**src/rtl/fir_pkg.sv**
```systemverilog
// Shared definitions for the FIR datapath blocks (streamer, FIR core, writeback).
package fir_pkg;

  localparam int unsigned DATA_W = 16;
  localparam int unsigned ADDR_W = 10;

  typedef enum logic [1:0] {
    IDLE,
    RUN,
    DRAIN,
    DONE
  } stream_state_t;

endpackage

```
**src/rtl/fir_skid_fifo.sv**
```systemverilog
// Two-entry register FIFO carrying a sample plus its end-of-block tag.
// The head entry drives the downstream interface directly from flops.
module fir_skid_fifo #(
  parameter int unsigned DATA_W = fir_pkg::DATA_W
) (
  input  logic              clk,
  input  logic              rst_n,
  input  logic              push,
  input  logic [DATA_W-1:0] push_data,
  input  logic              push_last,
  input  logic              pop,
  output logic [1:0]        count,
  output logic              head_valid,
  output logic [DATA_W-1:0] head_data,
  output logic              head_last
);

  logic [DATA_W-1:0] d0, d1;
  logic              l0, l1;
  logic [1:0]        cnt;

  // Entry 0 is always the head; entry 1 only holds data when two are buffered.
  always_ff @(posedge clk or negedge rst_n) begin
    if (!rst_n) begin
      d0  <= '0;
      d1  <= '0;
      l0  <= 1'b0;
      l1  <= 1'b0;
      cnt <= '0;
    end else begin
      case ({push, pop})
        2'b10: begin
          if (cnt == 2'd0) begin
            d0 <= push_data;
            l0 <= push_last;
          end else begin
            d1 <= push_data;
            l1 <= push_last;
          end
          cnt <= cnt + 2'd1;
        end
        2'b01: begin
          d0  <= d1;
          l0  <= l1;
          cnt <= cnt - 2'd1;
        end
        2'b11: begin
          if (cnt == 2'd1) begin
            d0 <= push_data;
            l0 <= push_last;
          end else begin
            d0 <= d1;
            l0 <= l1;
            d1 <= push_data;
            l1 <= push_last;
          end
        end
        default: ;
      endcase
    end
  end

  assign count      = cnt;
  assign head_valid = (cnt != 2'd0);
  assign head_data  = d0;
  // Stale tag left behind by the final pop must not be visible.
  assign head_last  = l0 & head_valid;

endmodule

```
**src/rtl/fir_sample_streamer.sv**
```systemverilog
// Reads a block of samples from the sample BRAM and streams them to the FIR
// input over valid/ready, hiding the 1-cycle BRAM latency and absorbing
// back-pressure with a 2-entry output buffer.
module fir_sample_streamer #(
  parameter int unsigned DATA_W     = fir_pkg::DATA_W,
  parameter int unsigned ADDR_W     = fir_pkg::ADDR_W,
  parameter int unsigned FIFO_DEPTH = 2
) (
  input  logic              clk,
  input  logic              rst_n,
  input  logic              start,
  input  logic [ADDR_W-1:0] base_addr,
  input  logic [ADDR_W:0]   len,
  output logic              bram_en,
  output logic [ADDR_W-1:0] bram_addr,
  input  logic [DATA_W-1:0] bram_dout,
  output logic              m_valid,
  output logic [DATA_W-1:0] m_data,
  output logic              m_last,
  input  logic              m_ready,
  output logic              busy,
  output logic              done
);

  import fir_pkg::*;

  stream_state_t     state;
  logic [ADDR_W-1:0] addr;
  logic [ADDR_W:0]   len_q;
  logic [ADDR_W:0]   issued;
  logic              inflight;
  logic              inflight_last;

  logic              pop;
  logic              issue;
  logic              issue_last;
  logic [1:0]        fifo_count;
  logic [2:0]        occupancy;
  logic [2:0]        limit;

  assign pop = m_valid & m_ready;

  // A slot freed by this cycle's pop can be refilled by a read issued now,
  // which keeps one transfer per clock without ever overfilling the buffer.
  assign occupancy  = {1'b0, fifo_count} + {2'b00, inflight};
  assign limit      = 3'(FIFO_DEPTH) + {2'b00, pop};
  assign issue      = (state == RUN) && (issued != len_q) && (occupancy < limit);
  assign issue_last = ((issued + (ADDR_W+1)'(1)) == len_q);

  assign bram_en   = issue;
  assign bram_addr = addr;
  assign busy      = (state != IDLE);
  assign done      = (state == DONE);

  // Block sequencing, address/issue counting and read-latency tracking.
  always_ff @(posedge clk or negedge rst_n) begin
    if (!rst_n) begin
      state         <= IDLE;
      addr          <= '0;
      len_q         <= '0;
      issued        <= '0;
      inflight      <= 1'b0;
      inflight_last <= 1'b0;
    end else begin
      inflight      <= issue;
      inflight_last <= issue & issue_last;
      case (state)
        IDLE: begin
          if (start) begin
            addr   <= base_addr;
            len_q  <= len;
            issued <= '0;
            state  <= (len == '0) ? DONE : RUN;
          end
        end
        RUN: begin
          if (issue) begin
            addr   <= addr + ADDR_W'(1);
            issued <= issued + (ADDR_W+1)'(1);
            if (issue_last) state <= DRAIN;
          end
        end
        DRAIN: begin
          if (pop && m_last) state <= DONE;
        end
        DONE: begin
          state <= IDLE;
        end
        default: state <= IDLE;
      endcase
    end
  end

  fir_skid_fifo #(
    .DATA_W(DATA_W)
  ) u_fifo (
    .clk       (clk),
    .rst_n     (rst_n),
    .push      (inflight),
    .push_data (bram_dout),
    .push_last (inflight_last),
    .pop       (pop),
    .count     (fifo_count),
    .head_valid(m_valid),
    .head_data (m_data),
    .head_last (m_last)
  );

endmodule

```
**config.mk**
```make
export PLATFORM = sky130hd
export DESIGN_NAME = fir_sample_streamer
export DESIGN_NICKNAME = d
export VERILOG_FILES = /design/src/rtl/fir_pkg.sv /design/src/rtl/fir_skid_fifo.sv /design/src/rtl/fir_sample_streamer.sv
export SDC_FILE = /design/constraint.sdc
export NUM_CORES = 1
export LEC_CHECK = 0
export ABC_AREA = 1
export BUFFER_PORTS_ARGS = -buffer_cell sky130_fd_sc_hd__buf_2
export CORE_MARGIN = 8
export CORE_UTILIZATION = 55
export DETAILED_ROUTE_END_ITERATION = 16
export GPL_ROUTABILITY_DRIVEN = 0
export PLACE_DENSITY = 0.76
export SLEW_MARGIN = 20
export SYNTH_ARGS = -nofsm -noshare
export SYNTH_HDL_FRONTEND = slang
export SYNTH_SLANG_ARGS = --single-unit
```
**constraint.sdc**
```tcl
create_clock -name clk -period 5.7 [get_ports clk]
set_clock_uncertainty 0.2 [all_clocks]
set_input_delay 0.285 -clock clk [delete_from_list [all_inputs] [get_ports clk]]
set_output_delay 0.285 -clock clk [all_outputs]
set_load 0.01 [all_outputs]
```
==> results of run 1 <==
registers in the layout, summed over array words and instances (netlist names):
register	count
bram_addr	10
inflight	1
inflight_last	1
issued	11
len_q	11
state	2
u_fifo.count	2
u_fifo.d1	16
u_fifo.head_data	16
u_fifo.l0	1
u_fifo.l1	1
metrics by stage:
stage / utilization / std cells / worst slack [ns]
6_report: 0.662 / 702 / 2.42
5_1_grt: 0.662 / 702 / 2.11
4_1_cts: 0.661 / 702 / 2.30
3_5_place_dp: 0.625 / 681 / 2.36
3_3_place_gp: 0.625 / 681 / 2.60
2_1_floorplan: - / 527 / 3.32
synth_stat cells, drive strengths merged:
library cell / count / share of area
clkbuf: 14 / 0.013
nand2: 145 / 0.14
or2: 19 / 0.029
nand4: 6 / 0.0092
o21ai: 71 / 0.093
nand3: 22 / 0.031
nand3b: 4 / 0.0073
a21oi: 3 / 0.0037
mux2i: 4 / 0.0098
inv: 68 / 0.063
dfrtp: 72 / 0.44
o22ai: 1 / 0.0015
o21bai: 1 / 0.0018
a31oi: 16 / 0.024
nor2: 42 / 0.042
buf: 5 / 0.0086
xnor2: 10 / 0.021
o41ai: 1 / 0.0021
xor2: 10 / 0.021
ha: 13 / 0.040
layer usage:
layer | vias to the layer above | global-route usage | part of all wire
met5 | - | 0 | 0
met4 | 0 | 0.0542 | 0.011
met3 | 9 | 0.0395 | 0.055
met2 | 74 | 0.335 | 0.50
met1 | 1686 | 0.211 | 0.43
li1 | 1812 | - | -
power groups by stage:
stage	Clock [mW]	Combinational [mW]	Sequential, mW
CTS	0.424	1.15	0.885
global placement	0	1.09	0.881
detailed placement	0	1.13	0.894
floorplan	0	0.807	0.902
global route	0.446	1.29	0.915
finish	0.421	1.14	0.885
critical path, cell delays in order (launching register included):
cell                      delay (ns)
sky130_fd_sc_hd__dfrtp_1        0.42
sky130_fd_sc_hd__inv_1          0.06
sky130_fd_sc_hd__ha_1           0.20
sky130_fd_sc_hd__inv_1          0.17
sky130_fd_sc_hd__nand2_1        0.16
sky130_fd_sc_hd__inv_1          0.11
sky130_fd_sc_hd__ha_1           0.21
sky130_fd_sc_hd__inv_1          0.06
sky130_fd_sc_hd__nor2_1         0.81
sky130_fd_sc_hd__o22ai_4        0.44
sky130_fd_sc_hd__nand2_1        0.16
sky130_fd_sc_hd__o21ai_0        0.11
worst paths after layout:
| kind | to | slack (ns) | cells past startpoint |
|---|---|---|---|
| max | u_fifo.d1[1] | 2.42 | 11 |
| min | len_q[9] | 0.004 | 3 |
| max reg2reg | u_fifo.d1[1] | 2.42 | 11 |
| min reg2reg | u_fifo.d1[9] | 0.29 | 2 |
| max in group asynchronous | issued[8] | 4.22 | 3 |
| min in group asynchronous | u_fifo.head_data[11] | 0.49 | 3 |
cell type report:
cell class / count / area [um^2] / area share
clock inverters: 5 / 55.1 / 0.0115
flip-flops and latches: 72 / 1800 / 0.377
inverters: 68 / 258 / 0.0540
multi-input cells: 368 / 1960 / 0.410
repair buffers: 79 / 428 / 0.0896
clock buffers: 11 / 151 / 0.0317
well taps: 99 / 124 / 0.0259
logic make-up (layout without fill, tap and decap cells):
group | count (synthesis) | after routing | synth area share
simple gates | 238 | 238 | 0.255
buf+inv | 87 | 163 | 0.0845
compound gates | 93 | 93 | 0.127
mux | 4 | 4 | 0.00980
flops | 72 | 72 | 0.441
fa+ha+maj | 13 | 13 | 0.0398
xor+xnor | 20 | 20 | 0.0429
timing repair:
action / in CTS / in global routing
hold buffers: 5 / 0
setup buffers: 0 / 0
hold endpoints to repair: 76 / 0
==> out/metrics.json, run 1 <==
{
  "power.total_mw": 2.45,
  "power.internal_mw": 1.38,
  "cp_launch_point": "u_fifo.count[0]",
  "drtPass1Iterations": 4,
  "gr_usage_total": 0.185,
  "worst_endpoint_required_time_ns": 5.70,
  "max-vdd-ir-drop_v": 0.000215,
  "period_minus_slack_ns": 3.28,
  "fin_setup_tns_ns": 0,
  "mostFrequentLayoutCell": "sky130_fd_sc_hd__nand2_1",
  "crit_path_end_kind": "register",
  "arrival_ns": 3.28,
  "netlist_area_um2": 4090,
  "io_pins": 72,
  "die_h_um": 102,
  "total_switching_power_mw": 1.07,
  "drt-initial-drc-count": 135,
  "status": "completed",
  "timing_max_transition_violations_final": 0,
  "routed-via-count": 3581,
  "critical_path_class": "reg2reg",
  "root_buffer": "sky130_fd_sc_hd__clkbuf_8",
  "clkPwrFrac": 0.172,
  "global_route_total_overflow": 0,
  "insertedDiodeCount": 0,
  "design_area_um2": 4780,
  "place_area_um2": 4510,
  "grt_setup_unrepaired": "false",
  "critPathLaunchType": "register",
  "comb_power_share": 0.466,
  "total_power_per_unit_cell_area_nw_per_um2": 512,
  "number_of_nets_in_the_synthesized_netlist": 581,
  "leakagePower_nw": 2.47,
  "num-fill-cells": 637,
  "fin_nets": 652,
  "synth_cell_types": 30,
  "synth_seq_cells": 72,
  "tritoncts": "done",
  "dpl.hpwl_um": 6720,
  "grt_start_max_net_pins": 73,
  "cp_max_fo": 34,
  "swShare": 0.437,
  "antenna_left": 0,
  "cts.path.max_buffers": 2,
  "cts_max_level": 3,
  "synth_cells": 527,
  "synth.yosys.warnings": 0,
  "layout.cells.most_common_list": "141 x sky130_fd_sc_hd__nand2_1, 72 x sky130_fd_sc_hd__dfrtp_1, 71 x sky130_fd_sc_hd__buf_2, 67 x sky130_fd_sc_hd__inv_1, 52 x sky130_fd_sc_hd__o21ai_0",
  "drive_above_1_share": 0.212,
  "vias_per_inst": 5.10,
  "clock.fmax_mhz": 305,
  "slew-limit-headroom": 0.272,
  "area_growth_syn_to_layout_pct": 16.8,
  "worst_hold_path_type": "in2reg",
  "ys_seq_area_frac": 0.441,
  "grt_pass1_vias": 3549,
  "wire_per_inst_um": 13.4,
  "start_util": 0.567,
  "cts.sink_count": 72,
  "num_rows": 31,
  "cts_buffers": 9,
  "dieArea_um2": 10400,
  "timing.final.setup_violations": 0,
  "worstSkewPairLatency_ns": 0.35,
  "transition_at_the_pin_with_the_smallest_max_transition_slack_ns": 1.09,
  "global_route_wire_length_before_repair_um": 15600,
  "io_buffer_count": 71,
  "route.detailed.drc": 0,
  "cap_violations": 0,
  "hold_violations": 0,
  "cts.repair.resized": 0,
  "die_width_um": 102,
  "timing.hold.worst.start": "len[9]",
  "period_share": 0.575,
  "worst_setup_hold_path_clk_slew_ns": 0.08,
  "antenna_found_initial": 0,
  "final_layout_worst_hold_slack_ns": 0.00369,
  "postSynthAreaPerCell_um2": 7.76,
  "routed_wl_um": 9440,
  "r2r-start": "u_fifo.count[0]",
  "sequential_share_of_power": 0.362,
  "core_region_area_um2": 7210
}
Power figures use the tool's default switching activity.
==> inputs of run 2 (changes only) <==
--- a/config.mk
+++ b/config.mk
@@ -5,7 +5,7 @@
 export SDC_FILE = /design/constraint.sdc
 export NUM_CORES = 1
 export LEC_CHECK = 0
-export ABC_AREA = 1
+export ABC_AREA = 0
 export BUFFER_PORTS_ARGS = -buffer_cell sky130_fd_sc_hd__buf_2
 export CORE_MARGIN = 8
 export CORE_UTILIZATION = 55
==> constraint.sdc (replaced) <==
create_clock -name clk -period 3.22 [get_ports clk]
set_clock_uncertainty 0.2 [all_clocks]
set_input_delay 0.161 -clock clk [delete_from_list [all_inputs] [get_ports clk]]
set_output_delay 0.161 -clock clk [all_outputs]
set_load 0.01 [all_outputs]
==> run 2 against run 1 <==
Compared with the run above:
- highest routed layer unchanged
- first-iteration DRC count shrank 13%
- clock power grew 75%
- cell count shrank 14%
- maximum frequency grew 16%
- critical endpoint is now bram_addr[9]
- sequential power grew 79%
- register-to-register slack lost 2.0 ns
- total power grew 82%
- sequential cell count is the same
- non-clock buffer count grew 36
==> out/metrics.json, run 2 <==
{
  "antenna_left": 0,
  "status": "completed",
  "dpl_worst_slack_ns": 0.417,
  "post-route-worst-setup-slack_ns": 0.396,
  "grt_pass1_vias": 3384,
  "crit_slowest_cell": "sky130_fd_sc_hd__or4_4",
  "area_growth_syn_to_layout_pct": 24.5,
  "clkPwrFrac": 0.165,
  "ys_seq_area_frac": 0.446,
  "mostFrequentLayoutCell": "sky130_fd_sc_hd__dfrtp_1",
  "die_h_um": 102,
  "cp_max_fo": 19,
  "netlist_area_um2": 4040,
  "max-vdd-ir-drop_v": 0.000548,
  "yosysTopAreaCell": "sky130_fd_sc_hd__dfrtp_1",
  "fin_setup_tns_ns": 0,
  "num-fill-cells": 545,
  "swShare": 0.409,
  "power.total_mw": 4.46,
  "dpl.cell_count": 551,
  "worstSkewPairLatency_ns": 0.35,
  "synth_cell_types": 64,
  "yosys_most_used_dff": "sky130_fd_sc_hd__dfrtp_1",
  "postSynthAreaPerCell_um2": 10.2,
  "num_rows": 31,
  "timing.final.setup_violations": 0,
  "critical_path.max_stage_delay_ns": 0.56,
  "hold_buffers": 38,
  "crit_path_end_kind": "register",
  "slew-limit-headroom": 0.502,
  "leakagePower_nw": 2.26,
  "critical_path_class": "reg2reg",
  "grt_start_max_net_pins": 41,
  "dieArea_um2": 10400,
  "most_common_cell_in_the_synthesized_netlist": "sky130_fd_sc_hd__dfrtp_1",
  "vias_per_inst": 5.55,
  "number_of_enable_type_register_cells_in_the_synthesized_netlist": 0,
  "cts_setup_buffers": 0,
  "routed-via-count": 3357,
  "routed_wl_um": 9210,
  "place_area_um2": 4450,
  "synth_seq_cells": 72,
  "total_power_per_unit_cell_area_nw_per_um2": 886,
  "insertedDiodeCount": 0,
  "share_of_async_settable_or_async_resettable_flops_after_synthesis": 1.00,
  "clock.fmax_mhz": 354,
  "final_layout_worst_hold_slack_ns": 0.0179,
  "timing.critical_path.cells": "inv_1, ha_1, or3b_1, a21o_1, a31oi_4, o21bai_4, or4_4, o21ai_2, a221oi_2",
  "synth_area_leaders": "sky130_fd_sc_hd__dfrtp_1 45%, sky130_fd_sc_hd__mux2_2 7.8%, sky130_fd_sc_hd__ha_1 4.0%",
  "hold_violations": 0,
  "layout.cells.most_common_list": "72 x sky130_fd_sc_hd__dfrtp_1, 71 x sky130_fd_sc_hd__buf_2, 40 x sky130_fd_sc_hd__nand2_1, 38 x sky130_fd_sc_hd__dlygate4sd3_1, 28 x sky130_fd_sc_hd__mux2_2",
  "drive_above_1_share": 0.281,
  "synth_cells": 397,
  "design_area_um2": 5030,
  "global_route_total_overflow": 0,
  "cts.sink_count": 72,
  "die_width_um": 102,
  "antenna_found_initial": 0,
  "cts.path.max_buffers": 2,
  "worst_setup_hold_path_clk_slew_ns": 0.09,
  "power.internal_mw": 2.64,
  "critPathLaunchType": "register",
  "total_switching_power_mw": 1.82,
  "global_route_wire_length_before_repair_um": 15800,
  "root_buffer": "sky130_fd_sc_hd__clkbuf_8",
  "timing_max_transition_violations_final": 0,
  "worst_endpoint_required_time_ns": 3.25,
  "drt-initial-drc-count": 118,
  "cts.repair.resized": 0,
  "wire_per_inst_um": 15.2,
  "arrival_ns": 2.85,
  "worst_hold_path_type": "in2reg",
  "transition_at_the_pin_with_the_smallest_max_transition_slack_ns": 0.747,
  "period_share": 0.877,
  "layoutNonFillerInstCount": 605,
  "synth.yosys.warnings": 0,
  "yosys.area.top_type_share": 0.446,
  "area_of_the_multi_input_gates_um2": 2070,
  "tritoncts": "done",
  "route.detailed.drc": 0,
  "cts_max_level": 3,
  "dpl.hpwl_um": 6690,
  "core_region_area_um2": 7180,
  "synth_top_cells_by_count": "72 x sky130_fd_sc_hd__dfrtp_1, 40 x sky130_fd_sc_hd__nand2_1, 28 x sky130_fd_sc_hd__mux2_2",
  "fin_nets": 555,
  "number_of_nets_in_the_synthesized_netlist": 451,
  "comb_power_share": 0.479,
  "period_minus_slack_ns": 2.82,
  "final-seq-area_um2": 1800,
  "final_core_utilization": 0.701,
  "cts_buffers": 9,
  "grt_setup_unrepaired": "false",
  "drtPass1Iterations": 4,
  "io_pins": 72,
  "io_buffer_count": 71,
  "cap_violations": 0,
  "gr_usage_total": 0.191,
  "sequential_share_of_power": 0.355,
  "start_util": 0.563
}
## run 2: kinds of logic after synthesis
family / Yosys count / synth area share
AO/OA/AOI/OAI: 106 / 0.176
XOR/XNOR: 16 / 0.0365
flip-flops: 72 / 0.446
buffers and inverters: 33 / 0.0436
multiplexers: 34 / 0.0932
adder cells (fa/ha/maj): 13 / 0.0402
AND/OR/NAND/NOR: 123 / 0.164
## run 2: critical path: cells and delay by family, from the launching register on
family	cells	cell delay, ns
and+or+nand+nor	2	0.98
adders and majority gates	1	0.27
DFF	1	0.42
buffers and inverters	1	0.07
AOI/OAI and AO/OA	5	0.77
## run 2: path summary, 6_finish.rpt
kind,start,endpoint,slack (ns),depth (start not counted)
max,u_fifo.count[0],bram_addr[9],0.40,9
min,base_addr[8],bram_addr[8],0.02,5
max reg2reg,u_fifo.count[0],bram_addr[9],0.40,9
min reg2reg,u_fifo.head_data[14],u_fifo.head_data[14],0.28,2
max in group asynchronous,rst_n,len_q[10],1.95,3
min in group asynchronous,rst_n,u_fifo.head_data[13],0.21,2
## run 2: area by class of cell
type,count,area share
Multi-Input combinational cell,292,0.411
Tap cell,99,0.0246
Timing Repair Buffer,115,0.158
Inverter,11,0.00820
Clock buffer,10,0.0273
Clock inverter,6,0.0132
Sequential cell,72,0.358
## run 2: power by group through the flow
| stage | clock network [mW] | logic (mW) | registers (mW) |
|---|---|---|---|
| after floorplan | 0 | 1.58 | 1.60 |
| final | 0.737 | 2.14 | 1.58 |
| after global routing | 0.803 | 2.39 | 1.64 |
| after global placement | 0 | 2.05 | 1.58 |
| after detailed placement | 0 | 2.11 | 1.60 |
| after CTS | 0.753 | 2.15 | 1.58 |
## run 2: metal layers
layer | GRT usage | vias up | routed length, um
li1 | - | 1644 | -
met1 | 0.232 | 1596 | 3920
met2 | 0.318 | 102 | 4530
met3 | 0.0515 | 15 | 633
met4 | 0.0653 | 0 | 118
met5 | 0 | - | 0
==> inputs of run 3 (changes only) <==
--- a/config.mk
+++ b/config.mk
@@ -7,11 +7,15 @@
 export LEC_CHECK = 0
 export ABC_AREA = 0
 export BUFFER_PORTS_ARGS = -buffer_cell sky130_fd_sc_hd__buf_2
+export CELL_PAD_IN_SITES_DETAIL_PLACEMENT = 2
+export CELL_PAD_IN_SITES_GLOBAL_PLACEMENT = 2
+export CORE_ASPECT_RATIO = 0.6
 export CORE_MARGIN = 8
-export CORE_UTILIZATION = 55
+export CORE_UTILIZATION = 35
 export DETAILED_ROUTE_END_ITERATION = 16
 export GPL_ROUTABILITY_DRIVEN = 0
 export PLACE_DENSITY = 0.76
+export REMOVE_ABC_BUFFERS = 1
 export SLEW_MARGIN = 20
 export SYNTH_ARGS = -nofsm -noshare
 export SYNTH_HDL_FRONTEND = slang
==> run 3 against run 2 <==
Compared with the run above:
- worst setup slack lost 0.011 ns
- sequential cell count did not move
- non-clock buffer count grew 1
- design area rose by 3.1%
- via count rose by 7.0%
- register-to-register slack about the same
- total power up 12%
- combinational power is 10% higher
- global-route usage increased by 0.20 points
- die area rose by 48%
- highest routed layer unchanged
- first-iteration DRC count rose by 17%
==> out/metrics.json, run 3 (synthesis gave the netlist of run 2 again) <==
{
  "status": "completed",
  "r2r-start": "issued[0]",
  "slew-limit-headroom": 0.509,
  "reg2reg_depth": 8,
  "gr_usage_total": 0.193,
  "total_power_per_unit_cell_area_nw_per_um2": 963,
  "hold_buffers": 37,
  "dieArea_um2": 15400,
  "mostFrequentLayoutCell": "sky130_fd_sc_hd__dfrtp_1",
  "worst_endpoint_required_time_ns": 3.26,
  "timing_max_transition_violations_final": 0,
  "timing.final.setup_violations": 0,
  "die_width_um": 155,
  "cap_violations": 0,
  "dpl.cell_count": 614,
  "worst_setup_hold_path_clk_slew_ns": 0.06,
  "grt_start_max_net_pins": 35,
  "cp_max_fo": 8,
  "tritoncts": "done",
  "io_pins": 72,
  "cts_setup_buffers": 0,
  "cts_buffers": 9,
  "hold_violations": 0,
  "layoutNonFillerInstCount": 667,
  "layout.cells.most_common_list": "72 x sky130_fd_sc_hd__dfrtp_1, 71 x sky130_fd_sc_hd__buf_2, 40 x sky130_fd_sc_hd__nand2_1, 37 x sky130_fd_sc_hd__dlygate4sd3_1, 28 x sky130_fd_sc_hd__mux2_2",
  "global_route_total_overflow": 0,
  "period_share": 0.881,
  "die_h_um": 99.3,
  "core_region_area_um2": 11300,
  "wire_per_inst_um": 21.5,
  "power.total_mw": 4.99,
  "drive_above_1_share": 0.281,
  "critical_path_class": "reg2reg",
  "routed_wl_um": 14300,
  "root_buffer": "sky130_fd_sc_hd__clkbuf_16",
  "max-vdd-ir-drop_v": 0.000329,
  "dpl.hpwl_um": 9340,
  "crit_slowest_cell": "sky130_fd_sc_hd__dfrtp_1",
  "grt_setup_unrepaired": "false",
  "drt-initial-drc-count": 138,
  "register_to_register_setup_slack_ns": 0.38,
  "timing.critical_path.buf_inv": 0,
  "antenna_found_initial": 0,
  "timing.critical_path.cells": "ha_1, nand3_1, o21ai_0, o311ai_1, nor4b_2, o211ai_1, a21oi_2, mux2i_1",
  "critical_path.reg2reg.endpoint": "state[1]",
  "crit_path_end_kind": "register",
  "cts.path.max_buffers": 2,
  "route.detailed.drc": 0,
  "drtPass1Iterations": 4,
  "cts.sink_count": 72,
  "arrival_ns": 2.88,
  "fin_nets": 556,
  "fin_setup_tns_ns": 0,
  "num_rows": 30,
  "design_area_um2": 5190,
  "worst_path_dominant_cell_family": "compound AO/OA/AOI/OAI gates",
  "start_util": 0.358,
  "hold_path_sink": "bram_addr[8]",
  "routed-via-count": 3592,
  "area_growth_syn_to_layout_pct": 28.3,
  "worst_hold_path_stage_count": 3,
  "place_area_um2": 4530,
  "transition_at_the_pin_with_the_smallest_max_transition_slack_ns": 0.734,
  "timing.hold.worst.start": "start",
  "io_buffer_count": 71,
  "vias_per_inst": 5.39,
  "leakagePower_nw": 2.30,
  "worst_hold_path_type": "in2reg",
  "cts_max_level": 3,
  "critical_path.max_stage_delay_ns": 0.46,
  "num-fill-cells": 1204,
  "antenna_left": 0,
  "worstSkewPairLatency_ns": 0.33,
  "period_minus_slack_ns": 2.84,
  "cts.repair.resized": 0,
  "grt_pass1_vias": 4135,
  "critPathLaunchType": "register",
  "global_route_wire_length_before_repair_um": 23400,
  "clock.fmax_mhz": 353
}
==> run 3: cell count changes in the layout (fill, tap and decap cells not counted), sizes merged <==
cell	previous run	this run
buf	77	79
clkinv	1	2
clkinvlp	3	2
diode	0	1
dlygate4sd3	38	37
inv	12	11
==> run 3: how the worst max path moves through the flow <==
stage                          from           end  slack (ns)  cells after the start
floorplan           u_fifo.count[0]  u_fifo.d1[0]        0.48                      8
global placement    u_fifo.count[0]  bram_addr[9]        0.62                      9
global route              issued[0]      state[1]        0.27                      8
CTS                       issued[6]  bram_addr[4]        0.52                      8
detailed placement  u_fifo.count[0]  bram_addr[9]        0.56                      9
finish                    issued[0]      state[1]        0.38                      8
==> run 3: worst min-delay path, stage by stage <==
cell	delay, ns
sky130_fd_sc_hd__buf_2	0.13
sky130_fd_sc_hd__o21ai_0	0.15
sky130_fd_sc_hd__a211oi_1	0.07
==> run 3: power by group <==
part | switching [mW] | internal, mW | total, mW
Combinational | 1.37 | 0.983 | 2.36
Sequential | 0.356 | 1.29 | 1.64
Clock | 0.402 | 0.596 | 0.998
==> run 3: area by class of cell <==
cell class	instances	area, um^2	area share
Multi-Input combinational cell	292	2070	0.399
Sequential cell	72	1800	0.347
Tap cell	160	200	0.0386
Clock buffer	10	229	0.0441
Timing Repair Buffer	116	786	0.151
Clock inverter	5	58.8	0.0113
Inverter	11	41.3	0.00796
Antenna cell	1	2.50	0.000482
==> run 3: stage by stage <==
stage          utilization  worst slack, ns  hold WS [ns]
2_1_floorplan            -            0.481        -0.335
3_3_place_gp         0.401            0.624        0.0367
3_5_place_dp         0.401            0.561        0.0362
4_1_cts              0.459            0.518        0.0268
5_1_grt              0.459            0.267        0.0574
6_report             0.459            0.384        0.0307
==> run 3: per-layer routing <==
metal	share of wire	wire (um)	GRT usage	vias to the layer above
li1	-	-	-	1644
met1	0.45	6390	0.239	1844
met2	0.50	7170	0.332	81
met3	0.036	521	0.0411	23
met4	0.018	258	0.0599	0
met5	0	0	0	-
